--- src/rtl/gtfmac_bs_pkg.sv ---
// Shared types and default constants for the GTFMAC RX bitslip corrector.
// Contents:
//   bs_state_e   per-lane FSM state encoding
//   DEF_*        default parameter values used by the top and lane modules
package gtfmac_bs_pkg;

  typedef enum logic [2:0] {
    ST_SYNC    = 3'd0,
    ST_WAIT    = 3'd1,
    ST_CORRECT = 3'd2,
    ST_ACK     = 3'd3,
    ST_RESYNC  = 3'd4,
    ST_DONE    = 3'd5,
    ST_ERROR   = 3'd6
  } bs_state_e;

  localparam int DEF_NUM_CH       = 4;
  localparam int DEF_CNT_W        = 7;
  localparam int DEF_LOCK_FILTER  = 8;
  localparam int DEF_RDY_TIMEOUT  = 1024;
  localparam int DEF_SEQ_SYNC_LEN = 8;
  localparam int DEF_AUTO_CORRECT = 0;

endpackage

--- src/rtl/gtfmac_hwchk_bitslip_mc_if.sv ---
// GTFMAC-side bitslip handshake bundle, one bit per lane.
//   master : GTFMAC/PMA side, drives rx_block_lock, rx_bitslip, rx_slip_pma_rdy
//   slave  : corrector side, drives bs_slip_pma, bs_slip_one_ui, bs_gb_seq_sync, bs_disable_bitslip
interface gtfmac_hwchk_bitslip_mc_if
  import gtfmac_bs_pkg::*;
#(
  parameter int NUM_CH = DEF_NUM_CH
);

  logic [NUM_CH-1:0] rx_block_lock;
  logic [NUM_CH-1:0] rx_bitslip;
  logic [NUM_CH-1:0] rx_slip_pma_rdy;
  logic [NUM_CH-1:0] bs_slip_pma;
  logic [NUM_CH-1:0] bs_slip_one_ui;
  logic [NUM_CH-1:0] bs_gb_seq_sync;
  logic [NUM_CH-1:0] bs_disable_bitslip;

  modport master (
    output rx_block_lock, rx_bitslip, rx_slip_pma_rdy,
    input  bs_slip_pma, bs_slip_one_ui, bs_gb_seq_sync, bs_disable_bitslip
  );

  modport slave (
    input  rx_block_lock, rx_bitslip, rx_slip_pma_rdy,
    output bs_slip_pma, bs_slip_one_ui, bs_gb_seq_sync, bs_disable_bitslip
  );

endinterface

--- src/rtl/gtfmac_bs_lane_fsm.sv ---
// One lane of the bitslip corrector: slip counter, lock filter, replay FSM,
// PMA handshake timeout and gearbox resync pulse.
// Ports:
//   rx_clk, reset (active-low, async assert)
//   correct, rate_25g          synced correction request, 25G lane select
//   block_lock, bitslip, slip_pma_rdy   raw GTFMAC/PMA inputs
//   slip_pma, slip_one_ui, seq_sync, disable_bs   lane outputs
//   cnt, issued, locked, busy, done, excessive, timeout   lane status
//   relock_cnt                 only when GTFMAC_BS_RELOCK_EN is defined
// Build option: GTFMAC_BS_RELOCK_EN lets DONE fall back to SYNC on loss of lock.
//
// state   | meaning
// SYNC    | counting GTFMAC slips, waiting for filtered lock
// WAIT    | locked, bitslip frozen, waiting for correct request
// CORRECT | replaying outstanding slips
// ACK     | 2-UI PMA slip in flight, handshaking with rdy
// RESYNC  | 2-cycle gap then gearbox seq-sync pulse
// DONE    | lane corrected (or 25G lane locked)
// ERROR   | excessive slips or PMA handshake timeout
module gtfmac_bs_lane_fsm
  import gtfmac_bs_pkg::*;
#(
  parameter int CNT_W        = DEF_CNT_W,
  parameter int LOCK_FILTER  = DEF_LOCK_FILTER,
  parameter int RDY_TIMEOUT  = DEF_RDY_TIMEOUT,
  parameter int SEQ_SYNC_LEN = DEF_SEQ_SYNC_LEN,
  parameter int AUTO_CORRECT = DEF_AUTO_CORRECT
) (
  input  logic             rx_clk,
  input  logic             reset,
  input  logic             correct,
  input  logic             rate_25g,
  input  logic             block_lock,
  input  logic             bitslip,
  input  logic             slip_pma_rdy,
  output logic             slip_pma,
  output logic             slip_one_ui,
  output logic             seq_sync,
  output logic             disable_bs,
  output logic [CNT_W-1:0] cnt,
  output logic [CNT_W-1:0] issued,
  output logic             locked,
  output logic             busy,
  output logic             done,
  output logic             excessive,
  output logic             timeout
`ifdef GTFMAC_BS_RELOCK_EN
  ,
  output logic [7:0]       relock_cnt
`endif
);

  localparam int LF_W = $clog2(LOCK_FILTER + 1);
  localparam int TO_W = $clog2(RDY_TIMEOUT + 1);
  localparam int RS_W = $clog2(SEQ_SYNC_LEN + 2);
  localparam logic [CNT_W-1:0] CNT_MAX = '1;

  bs_state_e        state_q, state_d;
  logic [2:0]       slip_pipe_q, slip_pipe_d;
  logic [LF_W-1:0]  filt_q, filt_d;
  logic [TO_W-1:0]  tmr_q, tmr_d;
  logic [RS_W-1:0]  rs_q, rs_d;
  logic [CNT_W-1:0] cnt_q, cnt_d, issued_q, issued_d;
  logic             slip_pma_q, slip_pma_d;
  logic             one_ui_q, one_ui_d;
  logic             seq_sync_q, seq_sync_d;
  logic             disable_q, disable_d;
  logic             excessive_q, excessive_d;
  logic             timeout_q, timeout_d;
`ifdef GTFMAC_BS_RELOCK_EN
  logic [7:0]       relock_q, relock_d;
`endif

  logic             slip_edge;
  logic             locked_w;
  logic             slip_err;
  logic [CNT_W-1:0] delta;

  // Two register stages on rx_bitslip, third stage only for edge detect.
  assign slip_edge = slip_pipe_q[1] & ~slip_pipe_q[2];
  assign locked_w  = (filt_q == '0);
  // Outstanding slips; wraps modulo 2**CNT_W by construction.
  assign delta     = cnt_q - issued_q;

  always_comb begin
    slip_pipe_d = {slip_pipe_q[1:0], bitslip};
    filt_d      = filt_q;
    if (!block_lock) begin
      filt_d = LF_W'(LOCK_FILTER);
    end else if (filt_q != '0) begin
      filt_d = filt_q - LF_W'(1);
    end
  end

  always_comb begin
    state_d     = state_q;
    cnt_d       = cnt_q;
    issued_d    = issued_q;
    slip_pma_d  = slip_pma_q;
    one_ui_d    = one_ui_q;
    seq_sync_d  = 1'b0;
    disable_d   = disable_q;
    excessive_d = excessive_q;
    timeout_d   = timeout_q;
    tmr_d       = tmr_q;
    rs_d        = rs_q;
    slip_err    = 1'b0;
`ifdef GTFMAC_BS_RELOCK_EN
    relock_d    = relock_q;
`endif

    case (state_q)
      ST_SYNC: begin
        disable_d = 1'b0;
        if (slip_edge) begin
          if (cnt_q == CNT_MAX) begin
            slip_err    = 1'b1;
            excessive_d = 1'b1;
            disable_d   = 1'b1;
            state_d     = ST_ERROR;
          end else begin
            cnt_d = cnt_q + CNT_W'(1);
          end
        end
        // A slip landing with lock is counted above before leaving SYNC.
        if (locked_w && !slip_err) begin
          if (rate_25g) begin
            state_d = ST_DONE;
          end else begin
            disable_d = 1'b1;
            state_d   = (AUTO_CORRECT != 0) ? ST_CORRECT : ST_WAIT;
          end
        end
      end

      ST_WAIT: begin
        if (correct) state_d = ST_CORRECT;
      end

      ST_CORRECT: begin
        if (delta >= CNT_W'(2)) begin
          slip_pma_d = 1'b1;
          issued_d   = issued_q + CNT_W'(2);
          tmr_d      = TO_W'(RDY_TIMEOUT);
          state_d    = ST_ACK;
        end else if (delta == CNT_W'(1)) begin
          one_ui_d = 1'b1;
          issued_d = issued_q + CNT_W'(1);
        end else begin
          rs_d    = RS_W'(SEQ_SYNC_LEN + 1);
          state_d = ST_RESYNC;
        end
      end

      // Two phases, each with its own timeout window: rdy falling while the
      // request is up, then rdy rising after the request is dropped.
      ST_ACK: begin
        if (slip_pma_q && !slip_pma_rdy) begin
          slip_pma_d = 1'b0;
          tmr_d      = TO_W'(RDY_TIMEOUT);
        end else if (!slip_pma_q && slip_pma_rdy) begin
          state_d = ST_CORRECT;
        end else if (tmr_q == '0) begin
          slip_pma_d = 1'b0;
          timeout_d  = 1'b1;
          state_d    = ST_ERROR;
        end else begin
          tmr_d = tmr_q - TO_W'(1);
        end
      end

      ST_RESYNC: begin
        if (rs_q == '0) begin
          state_d = ST_DONE;
        end else begin
          rs_d       = rs_q - RS_W'(1);
          seq_sync_d = (rs_q <= RS_W'(SEQ_SYNC_LEN));
        end
      end

      ST_DONE: begin
`ifdef GTFMAC_BS_RELOCK_EN
        if (!locked_w) begin
          cnt_d    = '0;
          issued_d = '0;
          one_ui_d = 1'b0;
          state_d  = ST_SYNC;
          if (relock_q != 8'hFF) relock_d = relock_q + 8'd1;
        end
`endif
      end

      ST_ERROR: begin
        disable_d = 1'b1;
      end

      default: state_d = ST_SYNC;
    endcase
  end

  always_ff @(posedge rx_clk or negedge reset) begin
    if (!reset) begin
      state_q     <= ST_SYNC;
      slip_pipe_q <= '0;
      filt_q      <= LF_W'(LOCK_FILTER);
      tmr_q       <= '0;
      rs_q        <= '0;
      cnt_q       <= '0;
      issued_q    <= '0;
      slip_pma_q  <= 1'b0;
      one_ui_q    <= 1'b0;
      seq_sync_q  <= 1'b0;
      disable_q   <= 1'b1;
      excessive_q <= 1'b0;
      timeout_q   <= 1'b0;
`ifdef GTFMAC_BS_RELOCK_EN
      relock_q    <= '0;
`endif
    end else begin
      state_q     <= state_d;
      slip_pipe_q <= slip_pipe_d;
      filt_q      <= filt_d;
      tmr_q       <= tmr_d;
      rs_q        <= rs_d;
      cnt_q       <= cnt_d;
      issued_q    <= issued_d;
      slip_pma_q  <= slip_pma_d;
      one_ui_q    <= one_ui_d;
      seq_sync_q  <= seq_sync_d;
      disable_q   <= disable_d;
      excessive_q <= excessive_d;
      timeout_q   <= timeout_d;
`ifdef GTFMAC_BS_RELOCK_EN
      relock_q    <= relock_d;
`endif
    end
  end

  assign slip_pma    = slip_pma_q;
  assign slip_one_ui = one_ui_q;
  assign seq_sync    = seq_sync_q;
  assign disable_bs  = disable_q;
  assign cnt         = cnt_q;
  assign issued      = issued_q;
  assign locked      = locked_w;
  assign busy        = (state_q == ST_CORRECT) || (state_q == ST_ACK) || (state_q == ST_RESYNC);
  assign done        = (state_q == ST_DONE) || (state_q == ST_ERROR);
  assign excessive   = excessive_q;
  assign timeout     = timeout_q;
`ifdef GTFMAC_BS_RELOCK_EN
  assign relock_cnt  = relock_q;
`endif

endmodule

--- src/rtl/gtfmac_hwchk_bitslip_mc.sv ---
// N-channel GTFMAC RX bitslip corrector top. One independent lane FSM per
// channel, all in the rx_clk domain.
// Ports:
//   rx_clk, reset (active-low, async assert, synchronous release)
//   ctl_correct_bitslip, ctl_disable_bitslip   async levels, 2-flop synced
//   ctl_gb_seq_sync                            ORed straight into bs_gb_seq_sync
//   ctl_rx_data_rate                           1 = 25G lane, no correction
//   gt (slave modport)                         GTFMAC lock/slip/handshake bundle
//   stat_*                                     per-lane status, counters packed CNT_W per lane
//   stat_relock_cnt                            only when GTFMAC_BS_RELOCK_EN is defined
module gtfmac_hwchk_bitslip_mc
  import gtfmac_bs_pkg::*;
#(
  parameter int NUM_CH       = DEF_NUM_CH,
  parameter int CNT_W        = DEF_CNT_W,
  parameter int LOCK_FILTER  = DEF_LOCK_FILTER,
  parameter int RDY_TIMEOUT  = DEF_RDY_TIMEOUT,
  parameter int SEQ_SYNC_LEN = DEF_SEQ_SYNC_LEN,
  parameter int AUTO_CORRECT = DEF_AUTO_CORRECT
) (
  input  logic                    rx_clk,
  input  logic                    reset,
  input  logic [NUM_CH-1:0]       ctl_correct_bitslip,
  input  logic [NUM_CH-1:0]       ctl_disable_bitslip,
  input  logic [NUM_CH-1:0]       ctl_gb_seq_sync,
  input  logic [NUM_CH-1:0]       ctl_rx_data_rate,
  gtfmac_hwchk_bitslip_mc_if.slave gt,
  output logic [NUM_CH*CNT_W-1:0] stat_bitslip_cnt,
  output logic [NUM_CH*CNT_W-1:0] stat_bitslip_issued,
  output logic [NUM_CH-1:0]       stat_locked,
  output logic [NUM_CH-1:0]       stat_busy,
  output logic [NUM_CH-1:0]       stat_done,
  output logic [NUM_CH-1:0]       stat_excessive,
  output logic [NUM_CH-1:0]       stat_timeout
`ifdef GTFMAC_BS_RELOCK_EN
  ,
  output logic [NUM_CH*8-1:0]     stat_relock_cnt
`endif
);

  logic [1:0]        rst_sync_q, rst_sync_d;
  logic              rst_b_s;
  logic [NUM_CH-1:0] corr_meta_q, corr_meta_d, corr_sync_q, corr_sync_d;
  logic [NUM_CH-1:0] dis_meta_q, dis_meta_d, dis_sync_q, dis_sync_d;
  logic [NUM_CH-1:0] lane_seq_sync, lane_disable;

  always_comb begin
    rst_sync_d  = {rst_sync_q[0], 1'b1};
    corr_meta_d = ctl_correct_bitslip;
    corr_sync_d = corr_meta_q;
    dis_meta_d  = ctl_disable_bitslip;
    dis_sync_d  = dis_meta_q;
  end

  // Assertion reaches every lane flop immediately; release lines up to a clock edge.
  always_ff @(posedge rx_clk or negedge reset) begin
    if (!reset) rst_sync_q <= '0;
    else        rst_sync_q <= rst_sync_d;
  end

  assign rst_b_s = rst_sync_q[1];

  always_ff @(posedge rx_clk or negedge rst_b_s) begin
    if (!rst_b_s) begin
      corr_meta_q <= '0;
      corr_sync_q <= '0;
      dis_meta_q  <= '0;
      dis_sync_q  <= '0;
    end else begin
      corr_meta_q <= corr_meta_d;
      corr_sync_q <= corr_sync_d;
      dis_meta_q  <= dis_meta_d;
      dis_sync_q  <= dis_sync_d;
    end
  end

  for (genvar i = 0; i < NUM_CH; i++) begin : g_lane
    gtfmac_bs_lane_fsm #(
      .CNT_W       (CNT_W),
      .LOCK_FILTER (LOCK_FILTER),
      .RDY_TIMEOUT (RDY_TIMEOUT),
      .SEQ_SYNC_LEN(SEQ_SYNC_LEN),
      .AUTO_CORRECT(AUTO_CORRECT)
    ) u_lane (
      .rx_clk      (rx_clk),
      .reset       (rst_b_s),
      .correct     (corr_sync_q[i]),
      .rate_25g    (ctl_rx_data_rate[i]),
      .block_lock  (gt.rx_block_lock[i]),
      .bitslip     (gt.rx_bitslip[i]),
      .slip_pma_rdy(gt.rx_slip_pma_rdy[i]),
      .slip_pma    (gt.bs_slip_pma[i]),
      .slip_one_ui (gt.bs_slip_one_ui[i]),
      .seq_sync    (lane_seq_sync[i]),
      .disable_bs  (lane_disable[i]),
      .cnt         (stat_bitslip_cnt[i*CNT_W +: CNT_W]),
      .issued      (stat_bitslip_issued[i*CNT_W +: CNT_W]),
      .locked      (stat_locked[i]),
      .busy        (stat_busy[i]),
      .done        (stat_done[i]),
      .excessive   (stat_excessive[i]),
      .timeout     (stat_timeout[i])
`ifdef GTFMAC_BS_RELOCK_EN
      ,
      .relock_cnt  (stat_relock_cnt[i*8 +: 8])
`endif
    );
  end

  assign gt.bs_gb_seq_sync     = lane_seq_sync | ctl_gb_seq_sync;
  assign gt.bs_disable_bitslip = lane_disable | dis_sync_q;

endmodule
--- src/flat_wrapper.sv ---
// flat-port wrapper written by rule: the top's interface ports become plain ports
module gtfmac_hwchk_bitslip_mc_flat import gtfmac_bs_pkg::*;
#(
  parameter int NUM_CH       = DEF_NUM_CH,
  parameter int CNT_W        = DEF_CNT_W,
  parameter int LOCK_FILTER  = DEF_LOCK_FILTER,
  parameter int RDY_TIMEOUT  = DEF_RDY_TIMEOUT,
  parameter int SEQ_SYNC_LEN = DEF_SEQ_SYNC_LEN,
  parameter int AUTO_CORRECT = DEF_AUTO_CORRECT
)
  (rx_clk, reset, ctl_correct_bitslip, ctl_disable_bitslip, ctl_gb_seq_sync, ctl_rx_data_rate, stat_bitslip_cnt, stat_bitslip_issued, stat_locked, stat_busy, stat_done, stat_excessive, stat_timeout, gt_rx_block_lock, gt_rx_bitslip, gt_rx_slip_pma_rdy, gt_bs_slip_pma, gt_bs_slip_one_ui, gt_bs_gb_seq_sync, gt_bs_disable_bitslip);
  gtfmac_hwchk_bitslip_mc_if #(.NUM_CH(NUM_CH)) gt_i ();
  input  logic rx_clk;
  input  logic reset;
  input  logic [NUM_CH-1:0] ctl_correct_bitslip;
  input  logic [NUM_CH-1:0] ctl_disable_bitslip;
  input  logic [NUM_CH-1:0] ctl_gb_seq_sync;
  input  logic [NUM_CH-1:0] ctl_rx_data_rate;
  output logic [NUM_CH*CNT_W-1:0] stat_bitslip_cnt;
  output logic [NUM_CH*CNT_W-1:0] stat_bitslip_issued;
  output logic [NUM_CH-1:0] stat_locked;
  output logic [NUM_CH-1:0] stat_busy;
  output logic [NUM_CH-1:0] stat_done;
  output logic [NUM_CH-1:0] stat_excessive;
  output logic [NUM_CH-1:0] stat_timeout;
  input wire logic [$bits(gt_i.rx_block_lock)-1:0] gt_rx_block_lock;
  input wire logic [$bits(gt_i.rx_bitslip)-1:0] gt_rx_bitslip;
  input wire logic [$bits(gt_i.rx_slip_pma_rdy)-1:0] gt_rx_slip_pma_rdy;
  output wire logic [$bits(gt_i.bs_slip_pma)-1:0] gt_bs_slip_pma;
  output wire logic [$bits(gt_i.bs_slip_one_ui)-1:0] gt_bs_slip_one_ui;
  output wire logic [$bits(gt_i.bs_gb_seq_sync)-1:0] gt_bs_gb_seq_sync;
  output wire logic [$bits(gt_i.bs_disable_bitslip)-1:0] gt_bs_disable_bitslip;
  assign gt_i.rx_block_lock = gt_rx_block_lock;
  assign gt_i.rx_bitslip = gt_rx_bitslip;
  assign gt_i.rx_slip_pma_rdy = gt_rx_slip_pma_rdy;
  assign gt_bs_slip_pma = gt_i.bs_slip_pma;
  assign gt_bs_slip_one_ui = gt_i.bs_slip_one_ui;
  assign gt_bs_gb_seq_sync = gt_i.bs_gb_seq_sync;
  assign gt_bs_disable_bitslip = gt_i.bs_disable_bitslip;
  gtfmac_hwchk_bitslip_mc #(.NUM_CH(NUM_CH), .CNT_W(CNT_W), .LOCK_FILTER(LOCK_FILTER), .RDY_TIMEOUT(RDY_TIMEOUT), .SEQ_SYNC_LEN(SEQ_SYNC_LEN), .AUTO_CORRECT(AUTO_CORRECT)) u_core (.rx_clk(rx_clk), .reset(reset), .ctl_correct_bitslip(ctl_correct_bitslip), .ctl_disable_bitslip(ctl_disable_bitslip), .ctl_gb_seq_sync(ctl_gb_seq_sync), .ctl_rx_data_rate(ctl_rx_data_rate), .gt(gt_i), .stat_bitslip_cnt(stat_bitslip_cnt), .stat_bitslip_issued(stat_bitslip_issued), .stat_locked(stat_locked), .stat_busy(stat_busy), .stat_done(stat_done), .stat_excessive(stat_excessive), .stat_timeout(stat_timeout));
endmodule
--- config.mk ---
export PLATFORM = sky130hd
export DESIGN_NAME = gtfmac_hwchk_bitslip_mc_flat
export DESIGN_NICKNAME = d
export VERILOG_FILES = /design/src/rtl/gtfmac_bs_pkg.sv /design/src/rtl/gtfmac_hwchk_bitslip_mc_if.sv /design/src/rtl/gtfmac_bs_lane_fsm.sv /design/src/rtl/gtfmac_hwchk_bitslip_mc.sv /design/src/flat_wrapper.sv
export SDC_FILE = /design/constraint.sdc
export NUM_CORES = 1
export LEC_CHECK = 0
export BUFFER_PORTS_ARGS = -buffer_cell sky130_fd_sc_hd__buf_2
export CAP_MARGIN = 20
export CORE_MARGIN = 2
export CORE_UTILIZATION = 60
export CTS_CLUSTER_SIZE = 24
export DETAILED_ROUTE_END_ITERATION = 16
export MAX_ROUTING_LAYER = met4
export PLACE_DENSITY = 0.81
export SYNTH_ARGS = -nofsm -noshare
export SYNTH_HDL_FRONTEND = slang
export SYNTH_SLANG_ARGS = --single-unit
--- constraint.sdc ---
create_clock -name rx_clk -period 7.8 [get_ports rx_clk]
set_input_delay 0.39 -clock rx_clk [delete_from_list [all_inputs] [get_ports rx_clk]]
set_output_delay 0.39 -clock rx_clk [all_outputs]
set_load 0.005 [all_outputs]
==> flow_summary.json, run 1 <==
{
  "grt_pass1_vias": 8628,
  "drt-total-wl_um": 23980,
  "clkSinkCount": 198,
  "required_ps": 8130,
  "seq_area_frac_synth_pct": 43.77,
  "cts_tree": "built",
  "yosys-top-cells-count": "190 x dfrtp_1, 108 x nor2_1, 97 x inv_1",
  "rr_worst_depth": 10,
  "busiest_layer": "met2",
  "crit_type": "flop to flop",
  "hp-class": "input port to flop",
  "utilization_pct": 67.47,
  "hpwlAfterDp_um": 17090,
  "core_area_sq_um": 18640,
  "fmax_ghz": 0.2940,
  "drv_cap": 0,
  "cp.arrival_ps": 3730,
  "root_buffer": "clkbuf_16",
  "power.density_nw_per_um2": 296.7,
  "clk_pin_slew_ps": 70,
  "startpoint": "u_core.g_lane[0].u_lane.cnt[0]",
  "tns_ps": 0,
  "period_share_pct": 43.61,
  "global_route.usage.met2_pct": 40.70,
  "routed-via-count": 8843,
  "start_util_pct": 60.85,
  "gp_routability_congestion": 0.8756,
  "area_growth_pct": 10.89,
  "drive_gt1_share_pct": 16.51,
  "numCtsBuffers": 17,
  "die_x_um": 141.5,
  "io_pins": 122,
  "synth_most_common_cell": "dfrtp_1",
  "hold_start": "ctl_disable_bitslip[3]",
  "max-slew-margin-rel_pct": 38.10,
  "drt_iter0_drc": 530,
  "synthFlopType": "dfrtp_1",
  "synth_top_area_share_pct": 41.91,
  "fin_crit_ps": 3402,
  "timing.rr.end": "u_core.g_lane[0].u_lane.rs_q[1]",
  "synth_cells": 1191,
  "finClkSkew_ps": 13.66,
  "async_flop_share_pct": 100.0,
  "r2r_start": "u_core.g_lane[0].u_lane.cnt[0]",
  "drt-pass1-iter-count": 5,
  "cp-endpoint": "u_core.g_lane[0].u_lane.rs_q[1]",
  "grt_first_pass_wirelength_um": 40520,
  "cts.htree.levels": 4,
  "worst_pin_slew_ps": 928.5,
  "io_buffers": 121,
  "globalRouteMet1Util_pct": 33.18,
  "met3_usage_pct": 4.387,
  "ys_ff_latch": 198,
  "synth.area.top_cells": "dfrtp_1 42%, ha_1 7.5%, xnor2_1 3.8%",
  "ant_nets": 0,
  "setup_violations": 0,
  "clock_latency_ps": 440,
  "worstSetupEndpointType": "flop",
  "drc": 0,
  "syn_area_sq_um": 11340,
  "routed_via_density": 5.780,
  "rsz0062_at_grt": "false",
  "track_usage_pct": 25.36,
  "ys_warn_count": 0,
  "worstPathMaxFanout": 11,
  "grt_max_degree": 74,
  "die_h_um": 141.5,
  "grt_overflow": 0,
  "antenna_cells": 0,
  "finalNetCount": 1385,
  "die_area_sq_um": 20020,
  "synth_nets": 1293,
  "avgSynthCellArea_sq_um": 9.524,
  "rows": 50,
  "start_kind": "flop",
  "finalMaxSlewViolations": 0,
  "wl_per_cell_um": 15.67,
  "hold_violations": 0,
  "r2r_setup_slack_ps": 4400,
  "synth_area_leader_cell": "dfrtp_1",
  "vdd_drop_max_uv": 236.8,
  "status": "finished clean",
  "total_leakage_power_uw": 0.005956,
  "synth-edff-count": 0,
  "antenna_found_initial": 0,
  "clockBufferDepth": 2,
  "ys_types": 85,
  "dpl_cell_area_sq_um": 11960,
  "final_area_sq_um": 12580
}
cell type report:
class                   instances  area, sq um
multi-input cells             844         5705
clock buffers                  21        470.5
repair buffers                125        638.1
clock inverters                11        138.9
inverters                      97        364.1
well taps                     234        292.8
fillers                      1443         6065
flip-flops and latches        198         4969
flip-flops by register name, indices dropped and copies added (netlist names):
register and flops:
u_core.g_lane.u_lane.filt_q 16, u_core.dis_sync_q 4, u_core.dis_meta_q 4, u_core.g_lane.u_lane.state_q 12
u_core.g_lane.u_lane.issued 28, u_core.g_lane.u_lane.rs_q 16, u_core.g_lane.u_lane.cnt 28, u_core.g_lane.u_lane.disable_bs 4
u_core.g_lane.u_lane.slip_pipe_q 12, u_core.g_lane.u_lane.seq_sync 4, u_core.corr_sync_q 4, u_core.g_lane.u_lane.excessive 4
u_core.g_lane.u_lane.slip_one_ui 4, u_core.rst_sync_q 2, u_core.g_lane.u_lane.timeout 4, u_core.g_lane.u_lane.slip_pma 4
u_core.corr_meta_q 4, u_core.g_lane.u_lane.tmr_q 44
layout by cell type, fill, tap and decap left out, types with 5 or more instances in the layout:
cell type / n
or4_1: 12
nor4_1: 9
clkbuf_16: 17
or3_1: 24
or2_2: 23
a41o_1: 5
a21oi_1: 68
o211a_1: 5
o21a_1: 11
o21ai_0: 54
nand2b_1: 23
nor2_1: 108
ha_1: 68
inv_1: 97
buf_2: 121
dfstp_2: 8
nand2_1: 90
a31oi_1: 19
nand4_1: 10
mux2i_1: 17
o22ai_1: 8
nand3_1: 17
nor2b_1: 21
and2_1: 7
xnor2_1: 49
nor3_1: 35
a21boi_0: 5
o211ai_1: 9
o41ai_1: 5
dfrtp_1: 189
xor2_1: 25
and3_1: 11
o31a_1: 6
o31ai_1: 15
metal layers:
layer  part of all wire [%]  vias to the layer above
met1                     46                     4227
met2                     48                      240
met3                    4.0                       40
met5                      0                        -
li1                       -                     4336
met4                    1.7                        0
logic make-up (layout without fill, tap and decap cells):
group / after synthesis / after routing / share of synthesized area [%]
simple gates: 413 / 413 / 18.77
compound gates: 264 / 264 / 15.77
flops: 198 / 198 / 43.77
buf+inv: 149 / 254 / 5.934
xor+xnor: 74 / 74 / 5.714
fa+ha+maj: 72 / 72 / 8.207
mux: 20 / 20 / 1.798
other cells: 1 / 1 / 0.03306
per-stage QoR:
stage	hold slack [ps]	total power [uW]	cells	setup WS, ps
4_1_cts	37.20	3749	1530	4452
6_report	49.17	3732	1530	4398
3_5_place_dp	177.1	2812	1497	4468
5_1_grt	33.32	4009	1530	3991
3_3_place_gp	176.5	2744	1497	4592
2_1_floorplan	94.41	2488	1191	1888
power breakdown:
part	total, uW	switching (uW)	leakage [uW]	internal [uW]
sequential	1450	223	0.00238	1230
combinational	1370	761	0.00328	606
clock	916	410	0.000293	506
total	3730	1390	0.00596	2340
worst max-delay path, stage by stage, from the launching register on:
cell,delay [ps]
dfrtp_1,380
inv_1,80
ha_1,230
fa_1,410
nor2b_1,150
o31a_1,180
a21oi_1,50
a2111oi_0,520
nand3_1,480
o32a_1,540
o31ai_1,270
worst min-delay path by stage:
stage / cells past startpoint / end / slack, ps
after floorplan: 0 / u_core.rst_sync_q[0] / 90
after global placement: 1 / u_core.rst_sync_q[0] / 180
after detailed placement: 1 / u_core.rst_sync_q[0] / 180
after CTS: 1 / u_core.dis_meta_q[3] / 40
after global routing: 1 / u_core.corr_meta_q[1] / 30
final: 1 / u_core.dis_meta_q[3] / 50
repair_timing:
item / in CTS / in global routing
endpoints found under the hold margin: 2 / 0
setup buffers: 0 / 0
hold buffers: 1 / 0
gates resized for setup: 0 / 0
Power figures use the tool's default switching activity.
==> run 2: changes to the inputs <==
--- a/config.mk
+++ b/config.mk
@@ -8,11 +8,11 @@
 export BUFFER_PORTS_ARGS = -buffer_cell sky130_fd_sc_hd__buf_2
 export CAP_MARGIN = 20
 export CORE_MARGIN = 2
-export CORE_UTILIZATION = 60
+export CORE_UTILIZATION = 54
 export CTS_CLUSTER_SIZE = 24
 export DETAILED_ROUTE_END_ITERATION = 16
 export MAX_ROUTING_LAYER = met4
-export PLACE_DENSITY = 0.81
+export PLACE_DENSITY = 0.77
 export SYNTH_ARGS = -nofsm -noshare
 export SYNTH_HDL_FRONTEND = slang
 export SYNTH_SLANG_ARGS = --single-unit
==> constraint.sdc (replaced) <==
create_clock -name rx_clk -period 2.8 [get_ports rx_clk]
set_input_delay 0.14 -clock rx_clk [delete_from_list [all_inputs] [get_ports rx_clk]]
set_output_delay 0.14 -clock rx_clk [all_outputs]
set_load 0.005 [all_outputs]
==> flow_summary.json, run 2 (synthesis results as in run 1) <==
{
  "status": "finished with violations",
  "failed_checks": "setup timing",
  "ant_nets": 0,
  "rsz0062_at_grt": "true",
  "die_area_sq_um": 22180,
  "start_kind": "flop",
  "place_ws_ps": -114.3,
  "r2r_start": "u_core.g_lane[2].u_lane.cnt[0]",
  "finalNetCount": 1493,
  "track_usage_pct": 23.84,
  "clock_latency_ps": 430,
  "rr_worst_depth": 11,
  "fin_ws_ps": -48.51,
  "max-slew-margin-rel_pct": 56.05,
  "worstPathMaxFanout": 4,
  "crit_type": "flop to flop",
  "numCtsBuffers": 17,
  "power.density_nw_per_um2": 823.5,
  "slowest_delay_ps": 530,
  "drt-pass1-iter-count": 5,
  "r2r_setup_slack_ps": -50,
  "startpoint": "u_core.g_lane[2].u_lane.cnt[0]",
  "core_area_sq_um": 20820,
  "worstPathCellList": "inv_2 -> ha_4 -> fa_2 -> nand4bb_1 -> nor4_2 -> a211oi_2 -> nor4b_2 -> o21ai_2 -> a22oi_4 -> nand2b_4 -> mux2_4",
  "grt_max_degree": 47,
  "setup_violations": 5,
  "top_register": "u_core.g_lane.u_lane.tmr_q",
  "cp.arrival_ps": 3160,
  "timing.rr.end": "u_core.g_lane[2].u_lane.tmr_q[0]",
  "clkSinkCount": 198,
  "antenna_found_initial": 0,
  "rows": 53,
  "clk_pin_slew_ps": 80,
  "grt_overflow": 0,
  "cp-endpoint": "u_core.g_lane[2].u_lane.tmr_q[0]",
  "drc": 0,
  "drt-total-wl_um": 26380,
  "worstSetupEndpointType": "flop",
  "fmax_ghz": 0.3511,
  "vdd_drop_max_uv": 642.1,
  "start_util_pct": 54.48,
  "finClkSkew_ps": 10.17,
  "antenna_cells": 0,
  "die_h_um": 148.9,
  "drv_cap": 0,
  "drive_gt1_share_pct": 27.49,
  "fin_crit_ps": 2849,
  "root_buffer": "clkbuf_16",
  "drt_iter0_drc": 491,
  "tns_ps": -120.8,
  "mostFrequentLayoutCell": "dfrtp_1",
  "power_uw": 11660,
  "hp-class": "input port to async pin",
  "gp_routability_congestion": 0.8556,
  "dp.cells": 1613,
  "routed_via_density": 5.600,
  "required_ps": 3120,
  "io_pins": 122,
  "grt_pass1_vias": 9054,
  "routed-via-count": 9402,
  "wl_per_cell_um": 15.71,
  "largest_register_ffs": 44,
  "clockBufferDepth": 2,
  "die_x_um": 148.9,
  "cts_tree": "built",
  "cts.htree.levels": 4,
  "io_buffers": 121,
  "hold_violations": 0,
  "total_leakage_power_uw": 0.006592,
  "grt_first_pass_wirelength_um": 42320,
  "area_growth_pct": 24.85,
  "hpwlAfterDp_um": 18130,
  "layout_common_cells": "189 x dfrtp_1, 121 x buf_2, 105 x nor2_1, 91 x inv_1, 89 x nand2_1",
  "finalMaxSlewViolations": 0,
  "fin_cells": 1679,
  "utilization_pct": 68.01,
  "slowest_stage": "fa_2",
  "worst_pin_slew_ps": 651.0,
  "period_share_pct": 101.7
}
==> run 2: cell count changes in the layout (fill, tap and decap cells not counted), sizes merged, moves of 2 or more <==
cell         delta
buf            +92
dlygate4sd3    +16
bufinv          +3
clkbuf          -3
clkinvlp        -2
==> run 2: worst min-delay path by stage <==
stage / from / endpoint / slack (ps) / depth (start not counted)
global route: reset / u_core.rst_sync_q[1] / 20 / 2
detailed placement: reset / u_core.rst_sync_q[1] / -70 / 1
CTS: reset / u_core.rst_sync_q[1] / 10 / 2
global placement: reset / u_core.rst_sync_q[0] / -70 / 1
floorplan: reset / u_core.rst_sync_q[0] / -160 / 0
finish: reset / u_core.rst_sync_q[1] / 30 / 2
==> run 2: layout make-up <==
cell class / instances / area, sq um
clock buffer: 18 / 439.2
clock inverter: 14 / 220.2
fill: 1545 / 6660
inverter: 97 / 364.1
multi-input combinational: 844 / 6270
sequential: 198 / 4969
tap: 275 / 344.1
timing repair buffer: 233 / 1556
==> run 2: where the power goes <==
part / internal [uW] / switching [uW]
clock: 1630 / 1150
sequential: 3420 / 525
combinational: 2320 / 2630
total: 7360 / 4300
==> run 2: layer usage <==
layer,track usage [%],part of all wire [%],up-vias
met1,30.97,44,4592
met4,5.905,1.6,0
met3,4.373,3.9,37
met5,-,0,-
li1,-,-,4556
met2,38.99,50,217
==> run 2: worst max-delay path, delay by kind of cell (launching register included) <==
family / cells / cell delay (ps)
AND/OR/NAND/NOR: 4 / 850
adder cells (fa/ha/maj): 2 / 690
AO/OA/AOI/OAI: 3 / 460
flip-flops: 1 / 370
multiplexers: 1 / 290
buffers and inverters: 1 / 60
==> run 2: per-stage QoR <==
step,area [sq um],hold slack [ps]
6_report,14160,27.05
4_1_cts,13590,10.48
5_1_grt,14160,15.96
3_5_place_dp,12630,-66.27
2_1_floorplan,11360,-155.6
3_3_place_gp,12630,-70.25
==> run 2: what timing repair did <==
item | in CTS | in global routing
hold endpoints to repair | 30 | 0
pin swaps | 9 | 39
setup buffers | 3 | 14
setup endpoints to repair | 32 | 92
hold buffers | 17 | 0
resized for setup | 25 | 98
